### src/rtl/frame_buffer_writer.sv
// Ping-pong frame buffer write side: takes RGB pixels over valid/ready
// and writes them as R,G,B bytes into whichever buffer is granted.
module frame_buffer_writer #(
   parameter int ADDR_W = 16
) (
   input  logic              clk,
   input  logic              reset,
   input  logic              CSDisplay,
   input  logic [9:0]        AIPIn,
   input  logic [9:0]        AILIn,
   input  logic [23:0]       PixIn,
   input  logic              PixValid,
   output logic              PixReady,
   input  logic              WE0,
   input  logic              WE1,
   input  logic              Buf0Empty,
   input  logic              Buf1Empty,
   output logic              Wr0,
   output logic              Wr1,
   output logic [ADDR_W-1:0] WrAddr,
   output logic [7:0]        WrData,
   output logic              Buf0Full,
   output logic              Buf1Full,
   output logic              BufSel,
   output logic              FrameDone
);

   localparam logic [2:0] S_IDLE   = 3'd0;
   localparam logic [2:0] S_ACCEPT = 3'd1;
   localparam logic [2:0] S_WR_R   = 3'd2;
   localparam logic [2:0] S_WR_G   = 3'd3;
   localparam logic [2:0] S_WR_B   = 3'd4;

   logic [2:0]        state_q, state_d;
   logic              sel_q, sel_d;
   logic [23:0]       pix_q, pix_d;
   logic [9:0]        col_q, col_d;
   logic [9:0]        row_q, row_d;
   logic [ADDR_W-1:0] addr_q, addr_d;
   logic [9:0]        aip_q, aip_d;
   logic [9:0]        ail_q, ail_d;
   logic [1:0]        full_q, full_d;
   logic              done_q, done_d;

   logic              writable;
   logic              col_last;
   logic              last_pix;
   logic              writing;
   logic              ready;
   logic              hs;
   logic [ADDR_W-1:0] addr_inc;
   logic [7:0]        wr_byte;

   assign writable = sel_q ? (WE1 && !full_q[1])
                           : (WE0 && !full_q[0]);
   assign col_last = (col_q == aip_q - 10'd1);
   assign last_pix = col_last && (row_q == ail_q - 10'd1);
   assign writing  = (state_q == S_WR_R) ||
                     (state_q == S_WR_G) ||
                     (state_q == S_WR_B);
   assign addr_inc = addr_q + ADDR_W'(1);
   assign hs       = PixValid && ready;

   // The last B byte of a frame never overlaps a new handshake.
   always_comb begin
      ready = 1'b0;
      case (state_q)
         S_ACCEPT: ready = writable;
         S_WR_B:   ready = !last_pix && writable && CSDisplay;
         default:  ready = 1'b0;
      endcase
   end

   always_comb begin
      wr_byte = 8'h00;
      case (state_q)
         S_WR_R:  wr_byte = pix_q[23:16];
         S_WR_G:  wr_byte = pix_q[15:8];
         S_WR_B:  wr_byte = pix_q[7:0];
         default: wr_byte = 8'h00;
      endcase
   end

   always_comb begin
      state_d = state_q;
      sel_d   = sel_q;
      pix_d   = pix_q;
      col_d   = col_q;
      row_d   = row_q;
      addr_d  = addr_q;
      aip_d   = aip_q;
      ail_d   = ail_q;
      done_d  = 1'b0;
      full_d  = full_q & ~{Buf1Empty, Buf0Empty};
      case (state_q)
         S_IDLE: begin
            if (CSDisplay && AIPIn != 10'd0 && AILIn != 10'd0) begin
               state_d = S_ACCEPT;
               aip_d   = AIPIn;
               ail_d   = AILIn;
               col_d   = '0;
               row_d   = '0;
               addr_d  = '0;
            end
         end
         S_ACCEPT: begin
            if (hs) begin
               pix_d   = PixIn;
               state_d = S_WR_R;
            end else if (!CSDisplay) begin
               state_d = S_IDLE;
               col_d   = '0;
               row_d   = '0;
               addr_d  = '0;
            end
         end
         S_WR_R: begin
            addr_d  = addr_inc;
            state_d = S_WR_G;
         end
         S_WR_G: begin
            addr_d  = addr_inc;
            state_d = S_WR_B;
         end
         S_WR_B: begin
            if (last_pix) begin
               // Setting the flag here overrides a same-cycle release.
               full_d[sel_q] = 1'b1;
               done_d  = 1'b1;
               sel_d   = ~sel_q;
               col_d   = '0;
               row_d   = '0;
               addr_d  = '0;
               aip_d   = AIPIn;
               ail_d   = AILIn;
               state_d = S_ACCEPT;
            end else begin
               addr_d = addr_inc;
               if (col_last) begin
                  col_d = '0;
                  row_d = row_q + 10'd1;
               end else begin
                  col_d = col_q + 10'd1;
               end
               if (hs) begin
                  pix_d   = PixIn;
                  state_d = S_WR_R;
               end else if (CSDisplay) begin
                  state_d = S_ACCEPT;
               end else begin
                  state_d = S_IDLE;
                  col_d   = '0;
                  row_d   = '0;
                  addr_d  = '0;
               end
            end
         end
         default: state_d = S_IDLE;
      endcase
   end

   always_ff @(posedge clk or posedge reset) begin
      if (reset) begin
         state_q <= S_IDLE;
         sel_q   <= 1'b0;
         pix_q   <= '0;
         col_q   <= '0;
         row_q   <= '0;
         addr_q  <= '0;
         aip_q   <= '0;
         ail_q   <= '0;
         full_q  <= '0;
         done_q  <= 1'b0;
      end else begin
         state_q <= state_d;
         sel_q   <= sel_d;
         pix_q   <= pix_d;
         col_q   <= col_d;
         row_q   <= row_d;
         addr_q  <= addr_d;
         aip_q   <= aip_d;
         ail_q   <= ail_d;
         full_q  <= full_d;
         done_q  <= done_d;
      end
   end

   assign PixReady  = ready;
   assign Wr0       = writing && !sel_q;
   assign Wr1       = writing && sel_q;
   assign WrAddr    = writing ? addr_q : '0;
   assign WrData    = wr_byte;
   assign Buf0Full  = full_q[0];
   assign Buf1Full  = full_q[1];
   assign BufSel    = sel_q;
   assign FrameDone = done_q;

endmodule

### config.mk
export PLATFORM = sky130hd
export DESIGN_NAME = frame_buffer_writer
export DESIGN_NICKNAME = d
export VERILOG_FILES = /design/src/rtl/frame_buffer_writer.sv
export SDC_FILE = /design/constraint.sdc
export NUM_CORES = 1
export LEC_CHECK = 0
export BUFFER_PORTS_ARGS = -buffer_cell sky130_fd_sc_hd__buf_2
export CAP_MARGIN = 20
export CORE_ASPECT_RATIO = 0.6
export CORE_MARGIN = 5
export CORE_UTILIZATION = 40
export CTS_CLUSTER_DIAMETER = 30
export CTS_CLUSTER_SIZE = 40
export DETAILED_ROUTE_END_ITERATION = 6
export GPL_ROUTABILITY_DRIVEN = 1
export PLACE_DENSITY = 0.63
export SLEW_MARGIN = 15
export SYNTH_ARGS = -nofsm -noshare
export SYNTH_HDL_FRONTEND = slang
export SYNTH_SLANG_ARGS = --single-unit
### constraint.sdc
create_clock -name clk -period 9.8 [get_ports clk]
set_input_delay 0.98 -clock clk [delete_from_list [all_inputs] [get_ports clk]]
set_output_delay 0.98 -clock clk [all_outputs]
set_load 0.01 [all_outputs]
==> insert_results.sql, run 1 <==
INSERT INTO impl_metrics (metric_group, metric, value, unit) VALUES
('outcome', 'status', 'finished, final reports clean', ''),
('die', 'rows', '31', ''),
('global_routing', 'grt_start_max_net_pins', '52', ''),
('logic_synthesis', 'synth_enable_flop_cells', '0', ''),
('critical_path', 'timing.setup.critical_path_class', 'reg2out', ''),
('pwr', 'power.clock.fraction', '24.2', '%'),
('pwr', 'p_sw', '569', 'uW'),
('critical_path', 'cp-start-kind', 'register', ''),
('placed_design', 'numPortBuffers', '82', ''),
('pwr', 'peakVddDrop', '150', 'uV'),
('layout', 'nets', '625', ''),
('clock_network', 'cts_root_buffer', 'clkbuf_16', ''),
('die', 'fp.coreArea', '0.0121', 'mm2'),
('global_routing', 'grt_pass1_vias', '4021', ''),
('logic_synthesis', 'synthMuxAreaShare', '10.9', '%'),
('layout', 'post_route_cells_drive_above_1_share', '28.6', '%'),
('critical_path', 'critical_path.max_stage_delay', '0.74', 'ns'),
('pwr', 'power.share.combinational', '37.6', '%'),
('clock_network', 'worst_setup_hold_path_clk_slew', '0.07', 'ns'),
('clock_network', 'number_of_levels_in_the_clock_h_tree', '3', ''),
('die', 'dieArea', '0.0148', 'mm2'),
('timing', 'fin_max_slew_vios', '0', ''),
('critical_path', 'timing.reg2reg.worst_path_depth', '7', ''),
('drt', 'final_antenna_net_count', '0', ''),
('logic_synthesis', 'synth_cells', '492', ''),
('critical_path', 'r2r_slack', '5.73', 'ns'),
('drt', 'vias_per_cell', '5.52', ''),
('clock_network', 'cts_tree', 'done', ''),
('critical_path', 'worstPathMaxFanout', '22', ''),
('drt', 'initialDrtViolationCount', '284', ''),
('hold_path', 'holdPathStages', '1', ''),
('die', 'dieHeight', '96.1', 'um'),
('logic_synthesis', 'ys_dominant_reg_cell', 'dfrtp_1', ''),
('critical_path', 'endpoint_kind', 'output port', ''),
('clock_network', 'cts.repair.resized', '0', ''),
('logic_synthesis', 'synth.yosys.warnings', '0', ''),
('clock_network', 'cts_sink_count', '87', ''),
('timing', 'timing.final.crit_period', '4.62', 'ns'),
('layout', 'antenna-diode-count', '0', ''),
('timing', 'post-route-period-util', '47.2', '%'),
('placed_design', 'globalplace.congestion', '0.885', ''),
('pwr', 'switching_share', '37.7', '%'),
('critical_path', 'timing.critical_path.slowest_stage_cell', 'a41o_1', ''),
('drt', 'met3WireLength', '934', 'um'),
('critical_path', 'r2r-end', 'addr_q[5]$_DFFE_PP0P_', ''),
('drt', 'wire_per_inst', '16.8', 'um'),
('critical_path', 'critical_path.cell_chain', 'or4_1 -> or4_1 -> a21oi_1 -> o2111a_1 -> a41o_1 -> a21oi_1 -> buf_2', ''),
('global_routing', 'first_pass_grt_wire_length', '20600', 'um'),
('critical_path', 'wp_data_required', '8.82', 'ns'),
('drt', 'firstDrtPassIters', '5', ''),
('pwr', 'power_per_cell_area', '259', 'mW/mm2'),
('die', 'start_util', '41.0', '%'),
('logic_synthesis', 'synth_top_cells_by_area', 'dfrtp_1, mux2_2, xnor2_1', ''),
('clock_network', 'clock_path_buffers', '2', ''),
('layout', 'finish.instance_area', '0.00582', 'mm2'),
('hold_path', 'worst_hold_startpoint', 'pix_q[8]$_DFFE_PP0P_', ''),
('logic_synthesis', 'synth_xor_xnor_area_share', '5.32', '%'),
('logic_synthesis', 'post_synth_num_cell_types', '63', ''),
('die', 'ios', '83', ''),
('placed_design', 'hpwlAfterDp', '9220', 'um'),
('drt', 'remaining_design_rule_violation_count', '0', ''),
('logic_synthesis', 'share_of_synthesized_cell_area_in_and_or_nand_and_nor_gates', '19.8', '%'),
('drt', 'dr_wl_met2', '4860', 'um'),
('pwr', 'seq_power_share', '38.2', '%'),
('logic_synthesis', 'synth_top_family_by_area', 'simple AND/OR/NAND/NOR gates', ''),
('timing', 'max-slew-margin-rel', '48.3', '%'),
('drt', 'vias', '4071', ''),
('drt', 'highest-signal-layer', 'met5', ''),
('logic_synthesis', 'yosys_register_bits', '87', ''),
('global_routing', 'antenna_found_initial', '1', ''),
('logic_synthesis', 'sequential_element_share_of_the_synthesized_area', '44.1', '%');
state kept, by name (all words and copies together), names as in the netlist:
name / cells
state_q: 3
BufSel: 1
FrameDone: 1
pix_q: 24
col_q: 10
row_q: 10
aip_q: 10
addr_q: 16
full_q: 2
ail_q: 10
layer usage:
layer | global-route usage (%) | vias to the layer above
li1 | - | 1958
met1 | 26.8 | 1986
met2 | 23.3 | 110
met3 | 5.48 | 15
met4 | 4.04 | 2
met5 | 0 | -
synth_stat cells, drive strengths merged, types with 7 or more instances:
cell	n
mux2	46
nor2b	21
or3	7
a22o	7
nor2	24
inv	15
nand2	49
a22oi	8
nor4	11
a221o	12
a21oi	22
clkbuf	13
buf	9
nand3	20
o21ai	21
xnor2	25
dfrtp	87
or4	7
power by group through the flow:
| stage | clock, mW | sequential (mW) | combinational (mW) |
|---|---|---|---|
| 2_1_floorplan | 0 | 0.536 | 0.453 |
| 3_3_place_gp | 0 | 0.571 | 0.539 |
| 3_5_place_dp | 0 | 0.580 | 0.557 |
| 4_1_cts | 0.372 | 0.573 | 0.559 |
| 5_1_grt | 0.389 | 0.591 | 0.631 |
| 6_report | 0.365 | 0.575 | 0.567 |
worst max path at each step:
stage,startpoint,endpoint,slack (ns),cells after the start
after floorplan,ail_q[2]$_DFFE_PP0P_,PixReady,6.01,8
after global placement,aip_q[0]$_DFFE_PP0P_,PixReady,5.71,7
after detailed placement,aip_q[0]$_DFFE_PP0P_,PixReady,5.60,7
after CTS,aip_q[0]$_DFFE_PP0P_,PixReady,5.21,7
after global routing,aip_q[0]$_DFFE_PP0P_,PixReady,5.00,7
final,aip_q[0]$_DFFE_PP0P_,PixReady,5.18,7
cells by family (layout without fill, tap and decap cells):
group	count (synthesis)	in the layout
flops	87	87
fa+ha+maj	5	5
simple gates	182	182
buf+inv	37	118
xor+xnor	30	30
compound gates	103	103
mux	48	48
stage by stage:
stage / utilization [%] / power, mW / instances / worst slack [ns]
finish: 48.3 / 1.51 / 738 / 5.18
global route: 48.3 / 1.61 / 738 / 5.00
floorplan: - / 0.989 / 492 / 6.01
global placement: 45.4 / 1.11 / 719 / 5.71
CTS: 47.9 / 1.50 / 735 / 5.21
detailed placement: 45.4 / 1.14 / 719 / 5.60
critical path, delay by kind of cell (launching register included):
kind | cells | cell delay [ns]
and+or+nand+nor | 2 | 1.22
DFF | 1 | 0.43
buffers and inverters | 1 | 0.18
AOI/OAI and AO/OA | 4 | 1.45
final cells by class:
cell class,count,share of cell area [%]
sequential,87,37.4
clock buffer,9,3.87
inverter,15,0.989
tap,165,3.55
clock inverter,7,1.48
timing repair buffer,87,7.89
multi-input combinational,368,44.8
Note: power is estimated with default switching activity, not from simulation.
==> inputs of run 2 (changes only) <==
--- a/config.mk
+++ b/config.mk
@@ -5,6 +5,7 @@
 export SDC_FILE = /design/constraint.sdc
 export NUM_CORES = 1
 export LEC_CHECK = 0
+export ABC_AREA = 1
 export BUFFER_PORTS_ARGS = -buffer_cell sky130_fd_sc_hd__buf_2
 export CAP_MARGIN = 20
 export CORE_ASPECT_RATIO = 0.6
==> constraint.sdc (replaced) <==
create_clock -name clk -period 4.4 [get_ports clk]
set_input_delay 0.44 -clock clk [delete_from_list [all_inputs] [get_ports clk]]
set_output_delay 0.44 -clock clk [all_outputs]
set_load 0.01 [all_outputs]
==> run 2 against run 1 <==
- power up 130%
- hold slack worse by 0.26 ns
- cell count rose by 44%
- first-iteration DRC count up 8.8%
- combinational power grew to 2.6 times the previous value
- largest cell class unchanged
- highest routed layer is now met4
==> insert_results.sql, run 2 <==
INSERT INTO impl_metrics (metric_group, metric, value, unit) VALUES
('die', 'dieHeight', '100', 'um'),
('logic_synthesis', 'synth_area', '0.00545', 'mm2'),
('die', 'start_util', '40.4', '%'),
('die', 'die_w', '161', 'um'),
('layout', 'layout_commonest_cell', 'nand2_1', ''),
('clock_network', 'clock_path_buffers', '2', ''),
('outcome', 'status', 'finished, final reports clean', ''),
('drt', 'final_antenna_net_count', '0', ''),
('clock_network', 'cts_tree', 'done', ''),
('placed_design', 'numPortBuffers', '82', ''),
('timing', 'setup-tns-final', '0', 'ns'),
('timing', 'hold_violations', '0', ''),
('critical_path', 'critical_path.max_stage_delay', '0.53', 'ns'),
('placed_design', 'globalplace.congestion', '0.889', ''),
('hold_path', 'timing.hold.worst.class', 'in2async', ''),
('timing', 'timing.final.crit_period', '3.04', 'ns'),
('logic_synthesis', 'synth_enable_flop_cells', '0', ''),
('layout', 'syn_to_final_growth', '16.1', '%'),
('critical_path', 'number_of_buffers_and_inverters_on_the_critical_path', '2', ''),
('critical_path', 'r2r_slack', '1.36', 'ns'),
('logic_synthesis', 'synth.yosys.warnings', '0', ''),
('pwr', 'power.static_leakage', '3.50', 'nW'),
('logic_synthesis', 'yosys.area.top_type_share', '40.0', '%'),
('layout', 'post_route_cells_drive_above_1_share', '13.7', '%'),
('clock_network', 'post_cts_buffers', '0', ''),
('global_routing', 'first_pass_grt_wire_length', '22800', 'um'),
('drt', 'wire_per_inst', '12.7', 'um'),
('timing', 'final.setup.worst_slack', '1.36', 'ns'),
('critical_path', 'timing.reg2reg.worst_path_depth', '15', ''),
('pwr', 'power_per_cell_area', '552', 'mW/mm2'),
('pwr', 'power.share.combinational', '41.8', '%'),
('pwr', 'p_sw', '1.48', 'mW'),
('critical_path', 'critical_path.cell_chain', 'inv_1 -> ha_1 -> nand2_1 -> nor2_1 -> nand2_1 -> nand2_1 -> nand3_1 -> nor2_1 -> nand3_1 -> nor2_1 -> nand2_1 -> nand2_1 -> buf_4 -> nand2_1 -> o21ai_0', ''),
('timing', 'rsz0062_at_grt', 'no', ''),
('global_routing', 'groute.usage.overall', '17.2', '%'),
('logic_synthesis', 'postSynth.asyncResetShare', '100', '%'),
('critical_path', 'cp_num_cells', '15', ''),
('layout', 'most-common-layout-cells', 'nand2_1, inv_1, dfrtp_1, buf_2, nor2_1', ''),
('layout', 'nets', '940', ''),
('clock_network', 'cts_sink_count', '87', ''),
('clock_network', 'tritoncts.num_buffers', '9', ''),
('die', 'rows', '33', ''),
('global_routing', 'grt_pass1_vias', '4617', ''),
('logic_synthesis', 'synth_cells', '810', ''),
('timing', 'max-slew-margin-rel', '52.2', '%'),
('critical_path', 'timing.critical_path.arrival', '3.28', 'ns'),
('critical_path', 'cp-start-kind', 'register', ''),
('drt', 'remaining_design_rule_violation_count', '0', ''),
('logic_synthesis', 'synth_top_cells_by_area', 'dfrtp_1, nand2_1, inv_1', ''),
('logic_synthesis', 'ys_dominant_reg_cell', 'dfrtp_1', ''),
('critical_path', 'endpoint_kind', 'register', ''),
('critical_path', 'timing.setup.critical_path_class', 'reg2reg', ''),
('logic_synthesis', 'synth_fp_nets', '867', ''),
('clock_network', 'number_of_levels_in_the_clock_h_tree', '3', ''),
('timing', 'post-route-period-util', '69.0', '%'),
('critical_path', 'worstPathMaxFanout', '21', ''),
('die', 'fp.coreArea', '0.0135', 'mm2'),
('placed_design', 'preCtsSetupSlack', '1.35', 'ns'),
('critical_path', 'critPathCapture', 'aip_q[2]$_DFFE_PP0P_', ''),
('clock_network', 'hold_buffers', '0', ''),
('clock_network', 'cts.repair.resized', '0', ''),
('drt', 'finalWirelength', '13500', 'um'),
('critical_path', 'timing.critical_path.slowest_stage_cell', 'nand2_1', ''),
('logic_synthesis', 'yosys_register_bits', '87', ''),
('timing', 'fin_worst_hold_slack', '0.228', 'ns'),
('drt', 'vias', '5049', ''),
('clock_network', 'cts_root_buffer', 'clkbuf_16', ''),
('timing', 'finalClockSkew', '0.00933', 'ns'),
('timing', 'setup_violations', '0', ''),
('global_routing', 'grt_start_max_net_pins', '59', ''),
('critical_path', 'path_delay_family', 'simple AND/OR/NAND/NOR gates', ''),
('timing', 'fmax', '0.329', 'GHz'),
('die', 'ios', '83', ''),
('layout', 'largest_register_ff_count', '24', ''),
('layout', 'antenna-diode-count', '0', ''),
('die', 'dieArea', '0.0161', 'mm2'),
('clock_network', 'clock_insertion_delay_worst_skew', '0.34', 'ns'),
('pwr', 'peakVddDrop', '280', 'uV'),
('logic_synthesis', 'syn-mean-instance-area', '6.73', 'um2'),
('critical_path', 'worst_setup_path_startpoint', 'ail_q[0]$_DFFE_PP0P_', ''),
('layout', 'layout.core_utilization', '46.9', '%'),
('pwr', 'report.power.total', '3.49', 'mW'),
('layout', 'biggestRegsByFlops', 'pix_q (24), addr_q (16)', ''),
('placed_design', 'hpwlAfterDp', '10200', 'um'),
('global_routing', 'antenna_found_initial', '0', ''),
('pwr', 'cell_internal_pwr', '2.01', 'mW'),
('timing', 'worst_slew_pin_slew', '0.717', 'ns'),
('pwr', 'seq_power_share', '33.7', '%'),
('clock_network', 'worst_setup_hold_path_clk_slew', '0.07', 'ns'),
('critical_path', 'path_common_cell', 'nand2_1', ''),
('logic_synthesis', 'synthMostInstantiatedCell', 'nand2_1', ''),
('logic_synthesis', 'synth_top_cells_by_count', 'nand2_1, inv_1, dfrtp_1', ''),
('logic_synthesis', 'synth_area_leader_cell', 'dfrtp_1', ''),
('logic_synthesis', 'post_synth_num_cell_types', '35', ''),
('job', 'max-cap-violations', '0', ''),
('critical_path', 'timing.rr.start', 'ail_q[0]$_DFFE_PP0P_', ''),
('pwr', 'power.clock.fraction', '24.4', '%'),
('drt', 'vias_per_cell', '4.75', ''),
('global_routing', 'gr-total-overflow', '0', ''),
('critical_path', 'wp_data_required', '4.64', 'ns'),
('timing', 'fin_max_slew_vios', '0', ''),
('drt', 'initialDrtViolationCount', '309', ''),
('layout', 'largest_register', 'pix_q', ''),
('drt', 'firstDrtPassIters', '5', ''),
('pwr', 'switching_share', '42.3', '%'),
('logic_synthesis', 'sequential_element_share_of_the_synthesized_area', '40.0', '%'),
('critical_path', 'r2r-end', 'aip_q[2]$_DFFE_PP0P_', '');
==> run 2: changes by cell type after synthesis, moves of 17 or more <==
cell	change
inv_1	+81
mux2_2	-42
nor2_1	+51
nor2b_1	-21
nand2_1	+267
xnor2_1	-17
nand3_1	+45
xor2_1	+25
o21ai_0	+22
==> run 2: power groups by stage <==
stage / Clock (mW) / Combinational [mW] / Sequential (mW)
detailed placement: 0 / 1.45 / 1.19
CTS: 0.872 / 1.46 / 1.18
finish: 0.853 / 1.46 / 1.18
global route: 0.898 / 1.68 / 1.21
global placement: 0 / 1.45 / 1.19
floorplan: 0 / 1.12 / 1.15
==> run 2: final cells by class <==
type,count,area (um2)
well taps,175,219
clock buffers,10,239
multi-input cells,596,2760
repair buffers,88,455
clock inverters,6,91.3
inverters,101,382
fillers,1426,7170
flip-flops and latches,87,2180
==> run 2: worst min path at each step <==
stage / endpoint / slack (ns) / startpoint / depth (start not counted)
6_report: pix_q[11]$_DFFE_PP0P_ / 0.23 / reset / 2
5_1_grt: full_q[0]$_DFF_PP0_ / 0.28 / Buf0Empty / 2
4_1_cts: full_q[0]$_DFF_PP0_ / 0.29 / Buf0Empty / 2
3_5_place_dp: pix_q[5]$_DFFE_PP0P_ / 0.46 / pix_q[5]$_DFFE_PP0P_ / 2
3_3_place_gp: pix_q[14]$_DFFE_PP0P_ / 0.46 / pix_q[14]$_DFFE_PP0P_ / 2
2_1_floorplan: pix_q[0]$_DFFE_PP0P_ / 0.44 / pix_q[0]$_DFFE_PP0P_ / 2
==> run 2: cell families (layout without fill, tap and decap cells) <==
kind of cell | count (synthesis) | after routing | synth area share [%]
AND/OR/NAND/NOR | 490 | 490 | 37.1
buffers and inverters | 127 | 205 | 9.32
flip-flops | 87 | 87 | 40.0
AO/OA/AOI/OAI | 60 | 60 | 5.81
XOR/XNOR | 38 | 38 | 6.11
adder cells (fa/ha/maj) | 5 | 5 | 1.15
multiplexers | 3 | 3 | 0.597
==> run 2: metal layers <==
| layer | vias to the layer above | global-route usage [%] | wire length (um) |
|---|---|---|---|
| met5 | - | 0 | 0 |
| met4 | 0 | 2.97 | 68 |
| met3 | 7 | 4.43 | 803 |
| met2 | 123 | 23.2 | 5050 |
| met1 | 2272 | 27.4 | 7620 |
| li1 | 2647 | - | - |
==> run 2: metrics by stage <==
| step | cells | instance area, um2 |
|---|---|---|
| 2_1_floorplan | 810 | 5450 |
| 3_3_place_gp | 1047 | 6000 |
| 3_5_place_dp | 1047 | 6000 |
| 4_1_cts | 1063 | 6330 |
| 5_1_grt | 1063 | 6330 |
| 6_report | 1063 | 6330 |
